==> src/rtl/gemm_psum_accumulator_if.sv <==
// Handshake bundle between the MAC adder-tree stage, the partial-sum accumulator
// and the write-back consumer. The master drives beats in and consumes results.
interface gemm_psum_accumulator_if #(
    parameter int IN_WIDTH  = 32,
    parameter int OUT_WIDTH = 16
);
    logic                        in_valid;
    logic                        in_ready;
    logic signed [IN_WIDTH-1:0]  in_data;
    logic                        in_first;
    logic                        in_last;
    logic [4:0]                  shift;
    logic                        out_valid;
    logic                        out_ready;
    logic signed [OUT_WIDTH-1:0] out_data;
    logic                        out_sat;
    logic                        acc_ovf;
    logic                        proto_err;

    modport master (
        output in_valid, in_data, in_first, in_last, shift, out_ready,
        input  in_ready, out_valid, out_data, out_sat, acc_ovf, proto_err
    );

    modport slave (
        input  in_valid, in_data, in_first, in_last, shift, out_ready,
        output in_ready, out_valid, out_data, out_sat, acc_ovf, proto_err
    );
endinterface

==> src/rtl/gemm_psum_accumulator.sv <==
// Accumulates K-chunk partial sums per output element, rescales with a rounding
// arithmetic right shift, saturates, and queues results for write-back.
module gemm_psum_accumulator #(
    parameter int IN_WIDTH   = 32,
    parameter int ACC_WIDTH  = 40,
    parameter int OUT_WIDTH  = 16,
    parameter int FIFO_DEPTH = 4
) (
    input  logic                   clk,
    input  logic                   rst,
    gemm_psum_accumulator_if.slave bus
);
    localparam int PW = $clog2(FIFO_DEPTH);
    localparam int CW = PW + 1;

    localparam logic signed [ACC_WIDTH:0] OMAX =
        {{(ACC_WIDTH-OUT_WIDTH+2){1'b0}}, {(OUT_WIDTH-1){1'b1}}};
    localparam logic signed [ACC_WIDTH:0] OMIN =
        {{(ACC_WIDTH-OUT_WIDTH+2){1'b1}}, {(OUT_WIDTH-1){1'b0}}};

    typedef enum logic {IDLE, ACCUM} state_e;

    state_e                       state_q;
    logic signed [ACC_WIDTH-1:0]  acc_q;
    logic                         acc_ovf_q;
    logic                         proto_err_q;

    logic                         s1_vld_q;
    logic signed [ACC_WIDTH-1:0]  s1_sum_q;
    logic [4:0]                   s1_shift_q;

    logic [OUT_WIDTH-1:0]         mem_q [FIFO_DEPTH];
    logic                         mem_sat_q [FIFO_DEPTH];
    logic [PW-1:0]                wr_ptr_q, rd_ptr_q;
    logic [CW-1:0]                cnt_q;
    logic [OUT_WIDTH-1:0]         last_data_q;
    logic                         last_sat_q;

    // ---------------------------------------------------------------- input side
    logic                         accept;
    logic                         restart;
    logic                         proto_viol;
    logic                         add_ovf;
    logic signed [IN_WIDTH-1:0]   in_s;
    logic signed [ACC_WIDTH-1:0]  in_ext;
    logic signed [ACC_WIDTH-1:0]  base;
    logic signed [ACC_WIDTH-1:0]  sum;

    // Pipeline occupancy counts as reserved FIFO space so an accepted beat always lands.
    assign bus.in_ready = ({1'b0, cnt_q} + (CW+1)'(s1_vld_q)) < (CW+1)'(FIFO_DEPTH);
    assign accept       = bus.in_valid & bus.in_ready;

    always_comb begin
        in_s       = bus.in_data;
        in_ext     = ACC_WIDTH'(in_s);
        restart    = (state_q == IDLE) | bus.in_first;
        base       = restart ? '0 : acc_q;
        sum        = base + in_ext;
        add_ovf    = (base[ACC_WIDTH-1] == in_ext[ACC_WIDTH-1]) &&
                     (sum[ACC_WIDTH-1] != base[ACC_WIDTH-1]);
        proto_viol = ((state_q == IDLE) & ~bus.in_first) |
                     ((state_q == ACCUM) & bus.in_first);
    end

    always_ff @(posedge clk or posedge rst) begin
        if (rst) begin
            state_q     <= IDLE;
            acc_q       <= '0;
            acc_ovf_q   <= 1'b0;
            proto_err_q <= 1'b0;
            s1_vld_q    <= 1'b0;
            s1_sum_q    <= '0;
            s1_shift_q  <= '0;
        end else begin
            s1_vld_q <= accept & bus.in_last;
            if (accept) begin
                acc_q <= sum;
                if (add_ovf)    acc_ovf_q   <= 1'b1;
                if (proto_viol) proto_err_q <= 1'b1;
                if (bus.in_last) begin
                    state_q    <= IDLE;
                    s1_sum_q   <= sum;
                    s1_shift_q <= bus.shift;
                end else begin
                    state_q    <= ACCUM;
                end
            end
        end
    end

    // ---------------------------------------------------------------- rescale
    logic signed [ACC_WIDTH:0] f_ext;
    logic signed [ACC_WIDTH:0] rnd;
    logic signed [ACC_WIDTH:0] r;
    logic [OUT_WIDTH-1:0]      res_data;
    logic                      res_sat;

    // One extra bit keeps final + 2^(shift-1) from wrapping before the shift.
    always_comb begin
        f_ext = (ACC_WIDTH+1)'(s1_sum_q);
        rnd   = '0;
        if (s1_shift_q == 5'd0) begin
            r = f_ext;
        end else if (int'(s1_shift_q) >= ACC_WIDTH) begin
            r = {(ACC_WIDTH+1){f_ext[ACC_WIDTH]}};
        end else begin
            rnd = (ACC_WIDTH+1)'(1) << (s1_shift_q - 5'd1);
            r   = (f_ext + rnd) >>> s1_shift_q;
        end

        res_sat  = 1'b0;
        res_data = r[OUT_WIDTH-1:0];
        if (r > OMAX) begin
            res_sat  = 1'b1;
            res_data = {1'b0, {(OUT_WIDTH-1){1'b1}}};
        end else if (r < OMIN) begin
            res_sat  = 1'b1;
            res_data = {1'b1, {(OUT_WIDTH-1){1'b0}}};
        end
    end

    // ---------------------------------------------------------------- output FIFO
    logic fifo_full;
    logic pop;
    logic push;

    assign fifo_full = (cnt_q == CW'(FIFO_DEPTH));
    assign pop       = bus.out_valid & bus.out_ready;
    assign push      = s1_vld_q & (~fifo_full | pop);

    always_ff @(posedge clk) begin
        if (push) begin
            mem_q[wr_ptr_q]     <= res_data;
            mem_sat_q[wr_ptr_q] <= res_sat;
        end
    end

    always_ff @(posedge clk or posedge rst) begin
        if (rst) begin
            wr_ptr_q    <= '0;
            rd_ptr_q    <= '0;
            cnt_q       <= '0;
            last_data_q <= '0;
            last_sat_q  <= 1'b0;
        end else begin
            if (push) wr_ptr_q <= wr_ptr_q + PW'(1);
            if (pop) begin
                rd_ptr_q    <= rd_ptr_q + PW'(1);
                last_data_q <= mem_q[rd_ptr_q];
                last_sat_q  <= mem_sat_q[rd_ptr_q];
            end
            cnt_q <= cnt_q + CW'(push) - CW'(pop);
        end
    end

    // When empty, present the most recently delivered entry rather than stale storage.
    assign bus.out_valid = (cnt_q != '0);
    assign bus.out_data  = bus.out_valid ? mem_q[rd_ptr_q] : last_data_q;
    assign bus.out_sat   = bus.out_valid ? mem_sat_q[rd_ptr_q] : last_sat_q;
    assign bus.acc_ovf   = acc_ovf_q;
    assign bus.proto_err = proto_err_q;

endmodule
==> src/flat_wrapper.sv <==
// flat-port wrapper written by rule: the top's interface ports become plain ports
module gemm_psum_accumulator_flat 
#(
    parameter int IN_WIDTH   = 32,
    parameter int ACC_WIDTH  = 40,
    parameter int OUT_WIDTH  = 16,
    parameter int FIFO_DEPTH = 4
)
  (clk, rst, bus_in_valid, bus_in_data, bus_in_first, bus_in_last, bus_shift, bus_out_ready, bus_in_ready, bus_out_valid, bus_out_data, bus_out_sat, bus_acc_ovf, bus_proto_err);
  gemm_psum_accumulator_if #(.IN_WIDTH(IN_WIDTH), .OUT_WIDTH(OUT_WIDTH)) bus_i ();
  input  logic clk;
  input  logic rst;
  input wire logic [$bits(bus_i.in_valid)-1:0] bus_in_valid;
  input wire logic [$bits(bus_i.in_data)-1:0] bus_in_data;
  input wire logic [$bits(bus_i.in_first)-1:0] bus_in_first;
  input wire logic [$bits(bus_i.in_last)-1:0] bus_in_last;
  input wire logic [$bits(bus_i.shift)-1:0] bus_shift;
  input wire logic [$bits(bus_i.out_ready)-1:0] bus_out_ready;
  output wire logic [$bits(bus_i.in_ready)-1:0] bus_in_ready;
  output wire logic [$bits(bus_i.out_valid)-1:0] bus_out_valid;
  output wire logic [$bits(bus_i.out_data)-1:0] bus_out_data;
  output wire logic [$bits(bus_i.out_sat)-1:0] bus_out_sat;
  output wire logic [$bits(bus_i.acc_ovf)-1:0] bus_acc_ovf;
  output wire logic [$bits(bus_i.proto_err)-1:0] bus_proto_err;
  assign bus_i.in_valid = bus_in_valid;
  assign bus_i.in_data = bus_in_data;
  assign bus_i.in_first = bus_in_first;
  assign bus_i.in_last = bus_in_last;
  assign bus_i.shift = bus_shift;
  assign bus_i.out_ready = bus_out_ready;
  assign bus_in_ready = bus_i.in_ready;
  assign bus_out_valid = bus_i.out_valid;
  assign bus_out_data = bus_i.out_data;
  assign bus_out_sat = bus_i.out_sat;
  assign bus_acc_ovf = bus_i.acc_ovf;
  assign bus_proto_err = bus_i.proto_err;
  gemm_psum_accumulator #(.IN_WIDTH(IN_WIDTH), .ACC_WIDTH(ACC_WIDTH), .OUT_WIDTH(OUT_WIDTH), .FIFO_DEPTH(FIFO_DEPTH)) u_core (.clk(clk), .rst(rst), .bus(bus_i));
endmodule
==> config.mk <==
export PLATFORM = sky130hd
export DESIGN_NAME = gemm_psum_accumulator_flat
export DESIGN_NICKNAME = d
export VERILOG_FILES = /design/src/rtl/gemm_psum_accumulator_if.sv /design/src/rtl/gemm_psum_accumulator.sv /design/src/flat_wrapper.sv
export SDC_FILE = /design/constraint.sdc
export NUM_CORES = 1
export LEC_CHECK = 0
export BUFFER_PORTS_ARGS = -buffer_cell sky130_fd_sc_hd__buf_2
export CAP_MARGIN = 20
export CORE_MARGIN = 2
export CORE_UTILIZATION = 65
export DETAILED_ROUTE_END_ITERATION = 10
export PLACE_DENSITY_LB_ADDON = 0.1
export SYNTH_ARGS = -nofsm -noshare
export SYNTH_HDL_FRONTEND = slang
export SYNTH_SLANG_ARGS = --single-unit
==> constraint.sdc <==
create_clock -name clk -period 16.04 [get_ports clk]
set_clock_uncertainty 0.15 [all_clocks]
set_input_delay 0.802 -clock clk [delete_from_list [all_inputs] [get_ports clk]]
set_output_delay 0.802 -clock clk [all_outputs]
set_load 0.02 [all_outputs]
==> reports/results.txt, run 1 <==
Post-Syn Nets = 1878
port bufs = 63
Remaining Overflow, GRT = 0
top cells by count, synth = 235 x nand2_1, 161 x nor2_1, 133 x a21oi_1, 114 x o21ai_0, 113 x dfrtp_1
min cycle time layout = 8.40 ns
Mapped Cells = 1753
CP arrival = 8.33 ns
Worst-path clk slew = 0.08 ns
Max Clock Freq = 119 MHz
initial antenna violation count = 0
P per Cell Area = 228 mW/mm2
Critical R2R Launch = u_core.s1_shift_q[4]$_DFFE_PP0P_
P&R area growth vs syn = 5.24%
register area share after synthesis = 0.314
EDFF count, synth = 68
CP top delay family = compound AO/OA/AOI/OAI gates
Layout Nets = 1870
Final WS setup = 7.64 ns
Ports = 64
clock sinks = 181
worst-path fanout max = 64
Setup CP Type = reg -> reg
syn_area_per_cell = 8.85 um2
Synth cell types = 113
Synth top area share = 0.182
Worst Path Required = 15.97 ns
Max IR drop VDD = 0.126 mV
synthesized area = 0.0155 mm2
setup bufs post-CTS = 0
Crit path buffers/inverters = 3
largest net degree at the start of global routing = 71
status = complete, no violations
share of cells above drive strength 1 = 0.164
Post-synth top flop = dfrtp_1
Root Driver = clkbuf_16
fin. max-slew vios = 0
Hold-fix buffers, CTS = 0
row count = 56
# diodes = 0
DR vias = 14200
total negative slack = 0 ns
CTS tree = yes
vias in the first global route = 13600
Leakage = 6.71 nW
Detail Placement HPWL = 35600 um
DR vias/cell = 6.85
kind of end point of the critical path = flip-flop
RSZ-0062 raised after global routing = no
flops & latches, synth = 181
Resize count post-CTS = 0
Detailed Route Iter0 Violations = 1851
crit path max-delay cell type = o31ai_4
Die X = 158 um
Clk Latency, worst-skew pair = 0.44 ns
cell taking the most area after synthesis = dfrtp_1
pre-CTS WS = 8.00 ns
most numerous cell in the Yosys netlist = nand2_1
die area = 0.0251 mm2
number of CTS-inserted buffers = 17
GRT Resource Usage Total = 0.387
worst min path class = in -> async
gp weighted congestion = 1.02
drt first pass iters = 7
core area = 0.0235 mm2
routed length per instance = 23.1 um
initial core utilization = 0.661
CTS Buffer Depth = 2
final hold violation count = 0
Slew HR = 0.270
Period Utilization, post-route = 0.524
Post-route DRC = 0
Crit path largest cell delay = 0.85 ns
ranking of synthesized cells by area = dfrtp_1 18%, edfxtp_1 13%, ha_1 6.4%
CP Cell Sequence = buf_4, inv_1, nand2_1, nor2_1, inv_1, fa_1, nand2b_1, a21o_1, a211o_4, nand3_1, nand2_1, o311a_1, a222oi_1, o21a_1, o2111ai_2, or4b_1, nor3_2, nand4_1, o31ai_4, o21ai_0
max_cap viols = 0
CTS H-tree lvls = 4
die height = 158 um
first-pass GRT wire length = 74300 um
ANT nets after route = 0
Crit. Startpoint = u_core.s1_shift_q[4]$_DFFE_PP0P_
routed wire length = 48000 um
worst-margin pin slew = 1.09 ns
final setup vio count = 0
crit start category = flip-flop
Post-synth ARST share = 0.624
number of synthesis warnings = 0
[power breakdown]
part           leakage [nW]  internal, mW  switching [mW]  total (mW)
Combinational          4.46         0.883            1.56        2.44
Sequential             1.96         0.673           0.186       0.858
Clock                 0.289         0.210           0.217       0.427
Total                  6.71          1.77            1.96        3.72
[cell families (layout without fill, tap and decap cells)]
kind of cell	after synthesis	after routing	share of synthesized area
AOI/OAI and AO/OA	504	504	0.221
xor gates and xnor gates	71	71	0.0411
muxes	132	132	0.113
and+or+nand+nor	633	633	0.194
buffers and inverters	150	155	0.0498
adders and majority gates	82	82	0.0676
DFF	181	181	0.314
[layer usage]
layer	track usage	share of wire
met5	0	0
met4	0.188	0.051
met3	0.0729	0.091
met2	0.598	0.44
met1	0.525	0.41
[path summary, 6_finish.rpt]
kind | endpoint | slack [ns] | depth (start not counted)
hold reg to reg | u_core.bus.proto_err$_DFFE_PP0P_ | 0.31 | 1
min in group clk | u_core.bus.proto_err$_DFFE_PP0P_ | 0.31 | 1
max in group asynchronous | u_core.s1_shift_q[4]$_DFFE_PP0P_ | 14.06 | 3
setup reg to reg | u_core.mem_sat_q[1]$_DFFE_PP_ | 7.64 | 20
hold / removal | u_core.wr_ptr_q[1]$_DFFE_PP0P_ | 0.29 | 2
setup / recovery | u_core.mem_sat_q[1]$_DFFE_PP_ | 7.64 | 20
[state kept, by name (all words and copies together) (netlist names), 2 cells and up]
name / flops
u_core.wr_ptr_q: 2
u_core.cnt_q: 3
u_core.mem_q: 64
u_core.s1_sum_q: 40
u_core.acc_q: 40
u_core.rd_ptr_q: 2
u_core.s1_shift_q: 5
u_core.mem_sat_q: 4
u_core.last_data_q: 16
[area by class of cell]
class                           instances  area, um2
Clock buffer                           17        425
Clock inverter                         15        156
Timing Repair Buffer                   79        435
Inverter                               44        168
Fill cell                            1864       7150
Multi-Input combinational cell       1422       9870
Sequential cell                       181       4870
Tap cell                              319        399
[placed cells by master (no fill, tap or decap), drive strengths merged, types with 24 or more instances in the layout]
cell type / Yosys / routed
nand2: 237 / 237
nor2: 163 / 163
a21oi: 139 / 139
o21ai: 134 / 134
dfrtp: 113 / 113
mux2: 79 / 79
ha: 79 / 79
buf: 36 / 79
edfxtp: 68 / 68
and2: 62 / 62
inv: 43 / 52
xnor2: 49 / 49
nor3: 34 / 34
nand3: 33 / 33
a21o: 27 / 27
mux2i: 27 / 27
mux4: 26 / 26
o21a: 24 / 24
[through the flow]
stage	hold slack (ns)	power [mW]	utilization	instance area (um2)	instances
global placement	0.291	3.17	0.671	15700	2045
detailed placement	0.293	3.21	0.671	15700	2045
floorplan	0.287	2.59	-	15500	1753
global route	0.340	3.92	0.696	16300	2077
finish	0.292	3.72	0.696	16300	2077
CTS	0.307	3.64	0.696	16300	2077
(Power assumes the default switching activity.)
==> inputs of run 2 (changes only) <==
--- a/config.mk
+++ b/config.mk
@@ -8,7 +8,7 @@
 export BUFFER_PORTS_ARGS = -buffer_cell sky130_fd_sc_hd__buf_2
 export CAP_MARGIN = 20
 export CORE_MARGIN = 2
-export CORE_UTILIZATION = 65
+export CORE_UTILIZATION = 64
 export DETAILED_ROUTE_END_ITERATION = 10
 export PLACE_DENSITY_LB_ADDON = 0.1
 export SYNTH_ARGS = -nofsm -noshare
==> constraint.sdc (replaced) <==
create_clock -name clk -period 8.1 [get_ports clk]
set_clock_uncertainty 0.15 [all_clocks]
set_input_delay 0.405 -clock clk [delete_from_list [all_inputs] [get_ports clk]]
set_output_delay 0.405 -clock clk [all_outputs]
set_load 0.02 [all_outputs]
==> reports/results.txt, run 2 (synthesis gave the netlist of run 1 again) <==
Worst-path clk slew = 0.08 ns (about the same)
min cycle time layout = 7.58 ns (was 8.40 ns)
commonest non-fill, non-tap cell in the layout = nand2_1 (unchanged)
gp weighted congestion = 1.04 (was 1.02)
P&R area growth vs syn = 6.61% (was 5.24%)
port bufs = 63 (unchanged)
worst-margin pin slew = 1.04 ns (was 1.09 ns)
CTS Buffer Depth = 2 (unchanged)
initial antenna violation count = 0 (unchanged)
CTS H-tree lvls = 4 (unchanged)
Crit path buffers/inverters = 2 (was 3)
Clk Latency, worst-skew pair = 0.44 ns (about the same)
CTS tree = yes (unchanged)
Final WS setup = 0.523 ns (was 7.64 ns)
Filler Cells Inserted = 1812 (was 1864)
RSZ-0062 raised after global routing = no (unchanged)
crit path max-delay cell type = dfrtp_1 (was o31ai_4)
worst-path fanout max = 26 (was 64)
largest net degree at the start of global routing = 67 (was 71)
max_cap viols = 0 (unchanged)
initial core utilization = 0.657 (was 0.661)
final hold violation count = 0 (unchanged)
routed wl met3 = 5050 um (was 4350 um)
kind of end point of the critical path = flip-flop (unchanged)
Hold-fix buffers, CTS = 0 (unchanged)
Layout Nets = 1893 (was 1870)
top sig layer = met4 (unchanged)
Resize count post-CTS = 0 (unchanged)
Detailed Route Iter0 Violations = 1635 (was 1851)
Period Utilization, post-route = 0.935 (was 0.524)
CP Cell Sequence = nor2_1, buf_4, nand2_1, nor2_1, ha_1, a211oi_1, o21ai_0, a22oi_1, a21oi_2, and4_1, a2111oi_2, a21oi_1, a22oi_1, and2_2, a211o_2, o21ai_1, or4_4, nor4_4, a31oi_2, buf_4, o21ai_0 (was buf_4, inv_1, nand2_1, nor2_1, inv_1, fa_1, nand2b_1, a21o_1, a211o_4, nand3_1, nand2_1, o311a_1, a222oi_1, o21a_1, o2111ai_2, or4b_1, nor3_2, nand4_1, o31ai_4, o21ai_0)
routed wire length = 50200 um (was 48000 um)
vias in the first global route = 14100 (was 13600)
Setup CP Type = reg -> reg (unchanged)
CP arrival = 7.63 ns (was 8.33 ns)
Largest regs = u_core.mem_q: 64 flops, u_core.acc_q: 40 flops, u_core.s1_sum_q: 40 flops (unchanged)
final setup vio count = 0 (unchanged)
Die X = 160 um (was 158 um)
DR vias/cell = 6.85 (about the same)
r2r setup slk = 0.52 ns (was 7.64 ns)
setup bufs post-CTS = 0 (unchanged)
routed length per instance = 23.9 um (was 23.1 um)
DRT met1 WL = 19800 um (was 19900 um)
total negative slack = 0 ns (unchanged)
worst min path class = in -> async (unchanged)
most frequent cells in the layout = 235 x nand2_1, 161 x nor2_1, 133 x a21oi_1, 114 x o21ai_0, 112 x dfrtp_1 (unchanged)
Detail Placement HPWL = 37500 um (was 35600 um)
Hold Slack = 0.000989 ns (was 0.292 ns)
crit start category = flip-flop (unchanged)
largest register by flop count = u_core.mem_q (unchanged)
share of cells above drive strength 1 = 0.175 (was 0.164)
number of CTS-inserted buffers = 17 (unchanged)
Ports = 64 (unchanged)
CP top delay family = compound AO/OA/AOI/OAI gates (unchanged)
Root Driver = clkbuf_16 (unchanged)
P per Cell Area = 459 mW/mm2 (was 228 mW/mm2)
area of the multi-input gates = 0.00987 mm2 (unchanged)
fin. max-slew vios = 0 (unchanged)
Max Clock Freq = 132 MHz (was 119 MHz)
Pwr Total = 7.59 mW (was 3.72 mW)
Post-route DRC = 0 (unchanged)
register area = 0.00487 mm2 (unchanged)
die area = 0.0255 mm2 (was 0.0251 mm2)
GRT Resource Usage Total = 0.397 (was 0.387)
first-pass GRT wire length = 79600 um (was 74300 um)
DR WL met2 = 22600 um (was 21300 um)
row count = 56 (unchanged)
status = complete, no violations (unchanged)
max reg flops = 64 (unchanged)
Leakage = 6.83 nW (was 6.71 nW)
Crit path largest cell delay = 0.99 ns (was 0.85 ns)
ANT nets after route = 0 (unchanged)
# diodes = 0 (unchanged)
die height = 160 um (was 158 um)
drt first pass iters = 6 (was 7)
Remaining Overflow, GRT = 0 (unchanged)
Worst Path Required = 8.15 ns (was 15.97 ns)
Slew HR = 0.310 (was 0.270)
core area = 0.0236 mm2 (was 0.0235 mm2)
DR vias = 14400 (was 14200)
pre-CTS WS = 0.855 ns (was 8.00 ns)
Max IR drop VDD = 0.212 mV (was 0.126 mV)
clock sinks = 181 (unchanged)
==> run 2: power breakdown <==
group	switching, mW	internal [mW]	total [mW]
Combinational	3.10	1.83	4.93
Sequential	0.452	1.33	1.78
Clock	0.429	0.450	0.879
Total	3.98	3.61	7.59
==> run 2: cell type report <==
| type | count | share of cell area |
|---|---|---|
| timing repair buffer | 102 | 0.0368 |
| multi-input combinational | 1422 | 0.597 |
| inverter | 44 | 0.0101 |
| sequential | 181 | 0.295 |
| clock buffer | 17 | 0.0257 |
| tap | 319 | 0.0241 |
| clock inverter | 15 | 0.0118 |
==> run 2: layer usage <==
| layer | global-route usage | vias to the layer above |
|---|---|---|
| met1 | 0.525 | 6929 |
| met2 | 0.620 | 811 |
| met4 | 0.199 | 0 |
| met5 | 0 | - |
| met3 | 0.0834 | 163 |
| li1 | - | 6477 |
==> run 2: per-stage QoR <==
stage | cells | util | instance area, um2
after floorplan | 1753 | - | 15500
after global placement | 2068 | 0.674 | 15900
after detailed placement | 2068 | 0.674 | 15900
after CTS | 2100 | 0.700 | 16500
after global routing | 2100 | 0.700 | 16500
final | 2100 | 0.700 | 16500
==> run 2: final timing paths <==
check,end,depth (start not counted),startpoint
setup / recovery,u_core.mem_q[3][3]$_DFFE_PP_,21,u_core.s1_shift_q[2]$_DFFE_PP0P_
hold / removal,u_core.acc_q[32]$_DFFE_PP0P_,2,rst
setup reg to reg,u_core.mem_q[3][3]$_DFFE_PP_,21,u_core.s1_shift_q[2]$_DFFE_PP0P_
hold reg to reg,u_core.bus.proto_err$_DFFE_PP0P_,1,u_core.bus.proto_err$_DFFE_PP0P_
max in group asynchronous,u_core.s1_sum_q[0]$_DFFE_PP0P_,3,rst
min in group clk,u_core.s1_shift_q[1]$_DFFE_PP0P_,3,bus_shift[1]
